### config.mk
export PLATFORM = sky130hd
export DESIGN_NAME = game_controller_flat
export DESIGN_NICKNAME = d
export VERILOG_FILES = /design/src/rtl/game_controller_if.sv /design/src/rtl/game_controller.sv /design/src/flat_wrapper.sv
export SDC_FILE = /design/constraint.sdc
export NUM_CORES = 1
export LEC_CHECK = 0
export CAP_MARGIN = 10
export CORE_MARGIN = 1
export CORE_UTILIZATION = 54
export DETAILED_ROUTE_END_ITERATION = 7
export HOLD_SLACK_MARGIN = 0.05
export PLACE_DENSITY = 0.84
export SYNTH_ARGS = -nofsm -noshare
export SYNTH_HDL_FRONTEND = slang
export SYNTH_SLANG_ARGS = --single-unit
### constraint.sdc
create_clock -name clk -period 2.76 [get_ports clk]
set_clock_uncertainty 0.15 [all_clocks]
set_input_delay 0.552 -clock clk [delete_from_list [all_inputs] [get_ports clk]]
set_output_delay 0.552 -clock clk [all_outputs]
set_load 0.02 [all_outputs]
### src/rtl/game_controller_if.sv
// rtl/game_controller_if.sv - button/scoring event inputs and game-flow outputs of the pong controller
interface game_controller_if;
    logic       refresh_tick;
    logic       start_pulse;
    logic       setting_pulse;
    logic       up_pulse;
    logic       down_pulse;
    logic       point_scored;
    logic [3:0] score1;
    logic [3:0] score2;
    logic [2:0] game_state;
    logic       game_active;
    logic [3:0] ball_speed;
    logic [1:0] serve_count;
    logic [1:0] winner;

    // Driver of events and consumer of the game-flow outputs.
    modport master (
        output refresh_tick, start_pulse, setting_pulse, up_pulse, down_pulse,
        output point_scored, score1, score2,
        input  game_state, game_active, ball_speed, serve_count, winner
    );

    // The controller itself.
    modport slave (
        input  refresh_tick, start_pulse, setting_pulse, up_pulse, down_pulse,
        input  point_scored, score1, score2,
        output game_state, game_active, ball_speed, serve_count, winner
    );
endinterface

### src/rtl/game_controller.sv
// rtl/game_controller.sv - registered game-flow FSM for pong (menu, settings, serve countdown, play, pause, game over)
module game_controller #(
    parameter int SPEED_MIN        = 1,
    parameter int SPEED_MAX        = 8,
    parameter int SPEED_DEFAULT    = 3,
    parameter int SERVE_FRAMES     = 60,
    parameter int WIN_SCORE        = 9,
    parameter int OVER_HOLD_FRAMES = 120
) (
    input  logic              clk,
    input  logic              reset,
    game_controller_if.slave  bus
);

    typedef enum logic [2:0] {
        MENU     = 3'd0,
        SETTINGS = 3'd1,
        SERVE    = 3'd2,
        PLAY     = 3'd3,
        PAUSE    = 3'd4,
        OVER     = 3'd5
    } state_t;

    localparam logic [3:0] SPD_MIN   = 4'(SPEED_MIN);
    localparam logic [3:0] SPD_MAX   = 4'(SPEED_MAX);
    localparam logic [3:0] SPD_DEF   = 4'(SPEED_DEFAULT);
    localparam logic [3:0] WIN_LIM   = 4'(WIN_SCORE);
    // Last frame index of one countdown digit; the tick on it rolls the digit.
    localparam logic [7:0] SERVE_END = 8'(SERVE_FRAMES - 1);
    localparam logic [7:0] HOLD_END  = 8'(OVER_HOLD_FRAMES);

    state_t     state_q, state_d;
    logic [3:0] speed_q, speed_d;
    logic [1:0] serve_count_q, serve_count_d;
    logic [1:0] winner_q, winner_d;
    logic [7:0] frame_q, frame_d;

    // Next-state and next-register computation for the game flow.
    always_comb begin
        state_d       = state_q;
        speed_d       = speed_q;
        serve_count_d = serve_count_q;
        winner_d      = winner_q;
        frame_d       = frame_q;

        case (state_q)
            MENU: begin
                if (bus.start_pulse) begin
                    state_d       = SERVE;
                    serve_count_d = 2'd3;
                    frame_d       = 8'd0;
                end else if (bus.setting_pulse) begin
                    state_d = SETTINGS;
                end
            end

            SETTINGS: begin
                // Simultaneous up and down cancel out.
                if (bus.up_pulse && !bus.down_pulse && speed_q < SPD_MAX) begin
                    speed_d = speed_q + 4'd1;
                end else if (bus.down_pulse && !bus.up_pulse && speed_q > SPD_MIN) begin
                    speed_d = speed_q - 4'd1;
                end
                if (bus.setting_pulse) begin
                    state_d = MENU;
                end
            end

            SERVE: begin
                if (bus.refresh_tick) begin
                    if (frame_q >= SERVE_END) begin
                        frame_d = 8'd0;
                        if (serve_count_q <= 2'd1) begin
                            state_d       = PLAY;
                            serve_count_d = 2'd0;
                        end else begin
                            serve_count_d = serve_count_q - 2'd1;
                        end
                    end else begin
                        frame_d = frame_q + 8'd1;
                    end
                end
            end

            PLAY: begin
                // A scored point outranks a pause request in the same cycle.
                if (bus.point_scored) begin
                    frame_d = 8'd0;
                    if (bus.score1 >= WIN_LIM) begin
                        state_d  = OVER;
                        winner_d = 2'd1;
                    end else if (bus.score2 >= WIN_LIM) begin
                        state_d  = OVER;
                        winner_d = 2'd2;
                    end else begin
                        state_d       = SERVE;
                        serve_count_d = 2'd3;
                    end
                end else if (bus.start_pulse) begin
                    state_d = PAUSE;
                end
            end

            PAUSE: begin
                if (bus.start_pulse) begin
                    state_d = PLAY;
                end
            end

            OVER: begin
                if (bus.refresh_tick && frame_q < HOLD_END) begin
                    frame_d = frame_q + 8'd1;
                end
                // Start is honoured only once the hold period has fully elapsed.
                if (bus.start_pulse && frame_q >= HOLD_END) begin
                    state_d  = MENU;
                    winner_d = 2'd0;
                    frame_d  = 8'd0;
                end
            end

            default: begin
                state_d       = MENU;
                serve_count_d = 2'd0;
                winner_d      = 2'd0;
                frame_d       = 8'd0;
            end
        endcase
    end

    // State and datapath registers with synchronous reset.
    always_ff @(posedge clk) begin
        if (reset) begin
            state_q       <= MENU;
            speed_q       <= SPD_DEF;
            serve_count_q <= 2'd0;
            winner_q      <= 2'd0;
            frame_q       <= 8'd0;
        end else begin
            state_q       <= state_d;
            speed_q       <= speed_d;
            serve_count_q <= serve_count_d;
            winner_q      <= winner_d;
            frame_q       <= frame_d;
        end
    end

    assign bus.game_state  = state_q;
    assign bus.game_active = (state_q == PLAY);
    assign bus.ball_speed  = speed_q;
    assign bus.serve_count = serve_count_q;
    assign bus.winner      = winner_q;

endmodule

### src/flat_wrapper.sv
// flat-port wrapper written by rule: the top's interface ports become plain ports
module game_controller_flat 
#(
    parameter int SPEED_MIN        = 1,
    parameter int SPEED_MAX        = 8,
    parameter int SPEED_DEFAULT    = 3,
    parameter int SERVE_FRAMES     = 60,
    parameter int WIN_SCORE        = 9,
    parameter int OVER_HOLD_FRAMES = 120
)
  (clk, reset, bus_refresh_tick, bus_start_pulse, bus_setting_pulse, bus_up_pulse, bus_down_pulse, bus_point_scored, bus_score1, bus_score2, bus_game_state, bus_game_active, bus_ball_speed, bus_serve_count, bus_winner);
  game_controller_if bus_i ();
  input  logic clk;
  input  logic reset;
  input wire logic [$bits(bus_i.refresh_tick)-1:0] bus_refresh_tick;
  input wire logic [$bits(bus_i.start_pulse)-1:0] bus_start_pulse;
  input wire logic [$bits(bus_i.setting_pulse)-1:0] bus_setting_pulse;
  input wire logic [$bits(bus_i.up_pulse)-1:0] bus_up_pulse;
  input wire logic [$bits(bus_i.down_pulse)-1:0] bus_down_pulse;
  input wire logic [$bits(bus_i.point_scored)-1:0] bus_point_scored;
  input wire logic [$bits(bus_i.score1)-1:0] bus_score1;
  input wire logic [$bits(bus_i.score2)-1:0] bus_score2;
  output wire logic [$bits(bus_i.game_state)-1:0] bus_game_state;
  output wire logic [$bits(bus_i.game_active)-1:0] bus_game_active;
  output wire logic [$bits(bus_i.ball_speed)-1:0] bus_ball_speed;
  output wire logic [$bits(bus_i.serve_count)-1:0] bus_serve_count;
  output wire logic [$bits(bus_i.winner)-1:0] bus_winner;
  assign bus_i.refresh_tick = bus_refresh_tick;
  assign bus_i.start_pulse = bus_start_pulse;
  assign bus_i.setting_pulse = bus_setting_pulse;
  assign bus_i.up_pulse = bus_up_pulse;
  assign bus_i.down_pulse = bus_down_pulse;
  assign bus_i.point_scored = bus_point_scored;
  assign bus_i.score1 = bus_score1;
  assign bus_i.score2 = bus_score2;
  assign bus_game_state = bus_i.game_state;
  assign bus_game_active = bus_i.game_active;
  assign bus_ball_speed = bus_i.ball_speed;
  assign bus_serve_count = bus_i.serve_count;
  assign bus_winner = bus_i.winner;
  game_controller #(.SPEED_MIN(SPEED_MIN), .SPEED_MAX(SPEED_MAX), .SPEED_DEFAULT(SPEED_DEFAULT), .SERVE_FRAMES(SERVE_FRAMES), .WIN_SCORE(WIN_SCORE), .OVER_HOLD_FRAMES(OVER_HOLD_FRAMES)) u_core (.clk(clk), .reset(reset), .bus(bus_i));
endmodule
== After elaboration in Yosys (flattened, before gate mapping) ==
Index checks and enable logic that the tools add are counted.
Word-level totals
  register bits after elaboration: 19
  input port bits: 16
  output and inout bits: 12
  logic and storage cells: 92
Cells by class
  add/subtract/negate cells: 4
  order comparisons: 8
  equality and inequality tests: 19
  mux-type cells: 35
  bitwise operators: 3
  reduce and logical (&&, ||, !) cells: 18
Operators by type and width (number)
  $mux 8: 6
  $pmux 8 s5: 1
  $mux 3: 12
  $mux 2: 11
  $pmux 3 s6: 1
  $ne 2x2->1 const B: 7
  $add 8x1->8 const B: 1
  $ge 4x4->1 const B: 2
  $ge 8x6->1 const B: 1
  $ge 8x7->1 const B: 1
  $lt 8x7->1 const B: 1
  $mux 4: 2
  $pmux 2 s4: 1
  $reduce_and 8->1: 1
  $reduce_and 7->1: 1
  $eq 3x2->1 const B: 2
  $eq 3x3->1 const B: 2
  $logic_and 1x1->1: 6
  $ne 2x1->1 const B: 3
  $ne 3x1->1 const B: 2
  $ne 3x3->1 const B: 2
  $pmux 2 s3: 1
  $reduce_and 5->1: 1
  $add 4x1->4 const B: 1
  15 further kinds: 18

== Depth between registers and ports, before layout ==
  depth in word-level cells: 5
  gate-level depth with buffers: 8
  depth with buffers taken out: 7

== Worst setup path before layout ==
Ideal clock, no wire load.
  path type: reg-to-reg
  start point: register u_core.speed_q[0] (netlist: u_core.bus.ball_speed[0])
  end point: register u_core.speed_q[2] (netlist: u_core.bus.ball_speed[2])
  setup time: 0.128 ns
  data arrival time: 1.652 ns
  data required time: 2.482 ns
  setup slack: 0.830 ns
  cell stages (with the launch flop): 8
  buffers on the path: 0
  clock period less this slack: 1.930 ns
  cells stage by stage: dfxtp_1 > inv_1 > ha_1 > nor2_1 > o311ai_0 > a2111oi_1 > xnor2_1 > nor2_1
Between the ends
  cells in the longest elaborated chain, start to end: 4
  elaborated cells on any way between the ends: 10
  those cells by class: add/sub (2); order compare (2); mux (2); reduce/logical (4)
Ends and longest elaborated chain
  from (decl): line game_controller.sv:33  | logic [3:0] speed_q, speed_d;
  from (signal assigned): line game_controller.sv:141  | speed_q <= speed_d;
  $gt 4x1->1 or $lt 4x4->1 (tied branches): line game_controller.sv:61, game_controller.sv:59
  $logic_and 1x1->1 (on tied branches): line game_controller.sv:61, game_controller.sv:59
  $reduce_bool 2->1 (no source line)
  $reduce_and 2->1 (no source line)
Parallel ways exist; a longest one is shown, timed or not. The select of a mux whose other input is x is not followed.
A chain may end at the register's enable or synchronous reset.

== Worst setup path in the final report ==
  start point: register u_core.state_q[2] (netlist: u_core.bus.game_state[2])
  end point: output port bus_game_active
Between the ends
  cells in the longest elaborated chain, start to end: 1
Ends and longest elaborated chain
  from (decl): line game_controller.sv:32  | state_t state_q, state_d;
  from (signal assigned): line game_controller.sv:140  | state_q <= state_d;
  $eq 3x2->1: line game_controller.sv:149  | assign bus.game_active = (state_q == PLAY);
  to (decl): line flat_wrapper.sv:24  | output wire logic [$bits(bus_i.game_active)-1:0] bus_game_active;
No other way between the ends.

==> impl_metrics.py <==
metrics = {
    "outcome": {
        "outcome": "complete, no violations",
    },
    "worst_setup_path": {
        "path_delay_family": "flip-flops",
        "slowest_delay_ns": 0.69,
        "crit_type": "flip-flop to output pin",
        "worstPathCellList": "nand3b_1 -> inv_1 -> clkdlybuf4s50_1",
        "r2r-end": "u_core.frame_q[4]",
        "startpoint_type": "flip-flop",
        "reg2reg_from": "u_core.bus.game_state[2]",
        "crit_arrival_ns": 1.92,
        "path_buf_inv": 2,
        "crit_slowest_cell": "dfxtp_1",
        "crit_fanout": 18,
        "cp_num_cells": 3,
        "r2r.worst_path.cells": 5,
        "crit_required_ns": 2.06,
        "cp-end-kind": "output pin",
        "ff2ff_setup_slack_ns": 0.71,
    },
    "logic_synthesis": {
        "yosys.area_share.adder": 0.04836,
        "seq_area_frac_synth": 0.2940,
        "synth.area.top_cells": "dfxtp_1, nor2_1, ha_1",
        "avgSynthCellArea_um2": 8.036,
        "yosysWarningCount": 0,
        "synth.distinct_cells": 49,
        "synth_xor_area_frac": 0.02031,
        "synth-async-reset-ratio": 0,
        "yosysTopAreaCellShare": 0.2940,
        "syn-cell-area_mm2": 0.001294,
        "synth_area_leader_cell": "dfxtp_1",
        "synth-seq-cells": 19,
        "synth-simple-area-share": 0.2843,
        "ys.flop_type": "dfxtp_1",
        "muxShareOfSynthArea": 0.03868,
        "syn_inst": 161,
        "synth-edff-count": 0,
        "synth_compound_area_frac": 0.2640,
        "syn-num-nets": 182,
        "synth_top_family_by_area": "simple AND/OR/NAND/NOR gates",
    },
    "route": {
        "routed_wl_um": 3047,
        "drtPass1Iterations": 4,
        "vias_per_cell": 6.092,
        "wire_per_inst_um": 13.98,
        "drtIter0Drc": 33,
        "vias": 1328,
        "antenna_left": 0,
        "drc_errors": 0,
    },
    "cells_and_area": {
        "final_cell_mix": "clkdlybuf4s50_1, dfxtp_1, nor2_1",
        "area_growth_pct": 25.05,
        "final_common_cell": "clkdlybuf4s50_1",
        "antenna_cells": 0,
        "layout-drive-gt1-share": 0.07368,
        "nets": 212,
    },
    "hold_path": {
        "worstHoldPathCells": 2,
        "hold_path_end": "u_core.frame_q[1]",
        "hp-class": "flip-flop to flip-flop",
        "hp-start": "u_core.frame_q[1]",
    },
    "sta": {
        "setup_tns_ns": 0,
        "period_share": 0.9489,
        "tightestPinTransition_ns": 0.5640,
        "slew_headroom": 0.6235,
        "finalSetupViolations": 0,
        "setup_ws_ns": 0.1411,
        "hold_viol": 0,
        "rsz0062_at_grt": "false",
        "slew_violations": 0,
        "period_needed_ns": 2.619,
        "fmax_mhz": 381.8,
    },
    "global_route": {
        "grt_start_max_net_pins": 19,
        "grt_pass1_vias": 1261,
        "grt_use_total": 0.2569,
        "antenna_found_initial": 0,
        "grt_pass1_wl_um": 5133,
        "grt.overflow.total": 0,
    },
    "clock_tree": {
        "cts_setup_buffers": 0,
        "tritoncts": "done",
        "htreeDepth": 1,
        "cts_num_sinks": 19,
        "cts_root_buf": "clkbuf_4",
        "cts_buffer_depth": 2,
        "hold_buffers": 0,
        "clock_latency_ns": 0.30,
        "clk_pin_slew_ns": 0.11,
        "cts_resized": 0,
        "cts_made_buffers": 3,
    },
    "placement": {
        "dp_slack_ns": 0.2342,
        "gp_congestion": 0.8508,
        "io_buffer_count": 27,
        "dp_hpwl_um": 2344,
    },
    "power": {
        "ir_drop_v": 0.0005060,
        "leakagePower_nw": 0.6410,
        "cellPowerDensity_mw_per_mm2": 695.8,
    },
    "die": {
        "dieWidth_um": 50.95,
        "fp.coreArea_mm2": 0.002233,
        "ios": 28,
        "die_h_um": 50.95,
        "die_area_mm2": 0.002595,
        "row_count": 17,
        "start_util": 0.5793,
    },
    "flow_run": {
        "cap_violations": 0,
    },
}
[worst register-to-register path: cells and delay by family (launching register included)]
family,cells,cell delay [ns]
flip-flops,1,0.69
AO/OA/AOI/OAI,1,0.16
AND/OR/NAND/NOR,4,0.99
[where the power goes]
| group | switching (W) | internal [W] | total, W |
|---|---|---|---|
| sequential | 0.0000432 | 0.000316 | 0.000360 |
| combinational | 0.000337 | 0.000288 | 0.000626 |
| clock | 0.0000865 | 0.0000540 | 0.000140 |
| total | 0.000467 | 0.000659 | 0.00113 |
[Yosys cell counts, drive strengths merged, types with 3 or more instances]
cell    instances
o31a            3
a211oi          3
nand3           7
ha              5
o21ai           7
inv             9
nand3b          4
and2            3
nor2           17
a31oi           5
mux2i           5
a21oi          11
nand2b          5
dfxtp          19
a22oi           3
nor3b           3
o211ai          3
nor3            3
nand2          11
buf             3
[sequential cells by signal, summed over array words and instances (netlist names)]
name	cells
u_core.bus.ball_speed	4
u_core.frame_q	8
u_core.bus.game_state	3
u_core.bus.serve_count	2
u_core.bus.winner	2
[layer usage]
metal | track usage | routed length, um | vias to the layer above | share of wire
li1 | - | - | 660 | -
met4 | 0.09259 | 30 | 0 | 0.0098
met3 | 0.02976 | 168 | 4 | 0.055
met2 | 0.5066 | 1574 | 49 | 0.52
met1 | 0.2729 | 1273 | 615 | 0.42
met5 | 0 | 0 | - | 0
[kinds of logic (layout without fill, tap and decap cells)]
family	count (synthesis)	count (layout)
xor+xnor	3	3
compound gates	49	49
mux	5	5
flops	19	19
fa+ha+maj	5	5
buf+inv	14	43
simple gates	66	66
[worst max-delay path by stage]
stage | startpoint | end
after CTS | u_core.bus.game_state[2] | bus_game_active
after global routing | u_core.bus.game_state[2] | bus_game_active
final | u_core.bus.game_state[2] | bus_game_active
after floorplan | u_core.bus.ball_speed[0] | u_core.bus.ball_speed[2]
after detailed placement | bus_start_pulse | u_core.frame_q[4]
after global placement | bus_start_pulse | u_core.frame_q[4]
[through the flow]
step	cells	area [um2]	util	power, W	hold slack, ns
floorplan	161	1294	-	0.0007955	0.3073
global route	218	1618	0.7244	0.001206	0.3872
global placement	214	1590	0.7120	0.0009667	0.3134
CTS	218	1618	0.7244	0.001132	0.3480
detailed placement	214	1590	0.7120	0.0009900	0.3320
finish	218	1618	0.7244	0.001126	0.3461
[area by class of cell]
class | count | area, um2
clock buffers | 3 | 22.52
clock inverters | 1 | 5.005
fillers | 192 | 615.6
inverters | 9 | 33.78
multi-input cells | 128 | 848.3
flip-flops and latches | 19 | 380.4
well taps | 28 | 35.03
repair buffers | 30 | 292.8
No activity file was read; power rests on OpenSTA's default activity.
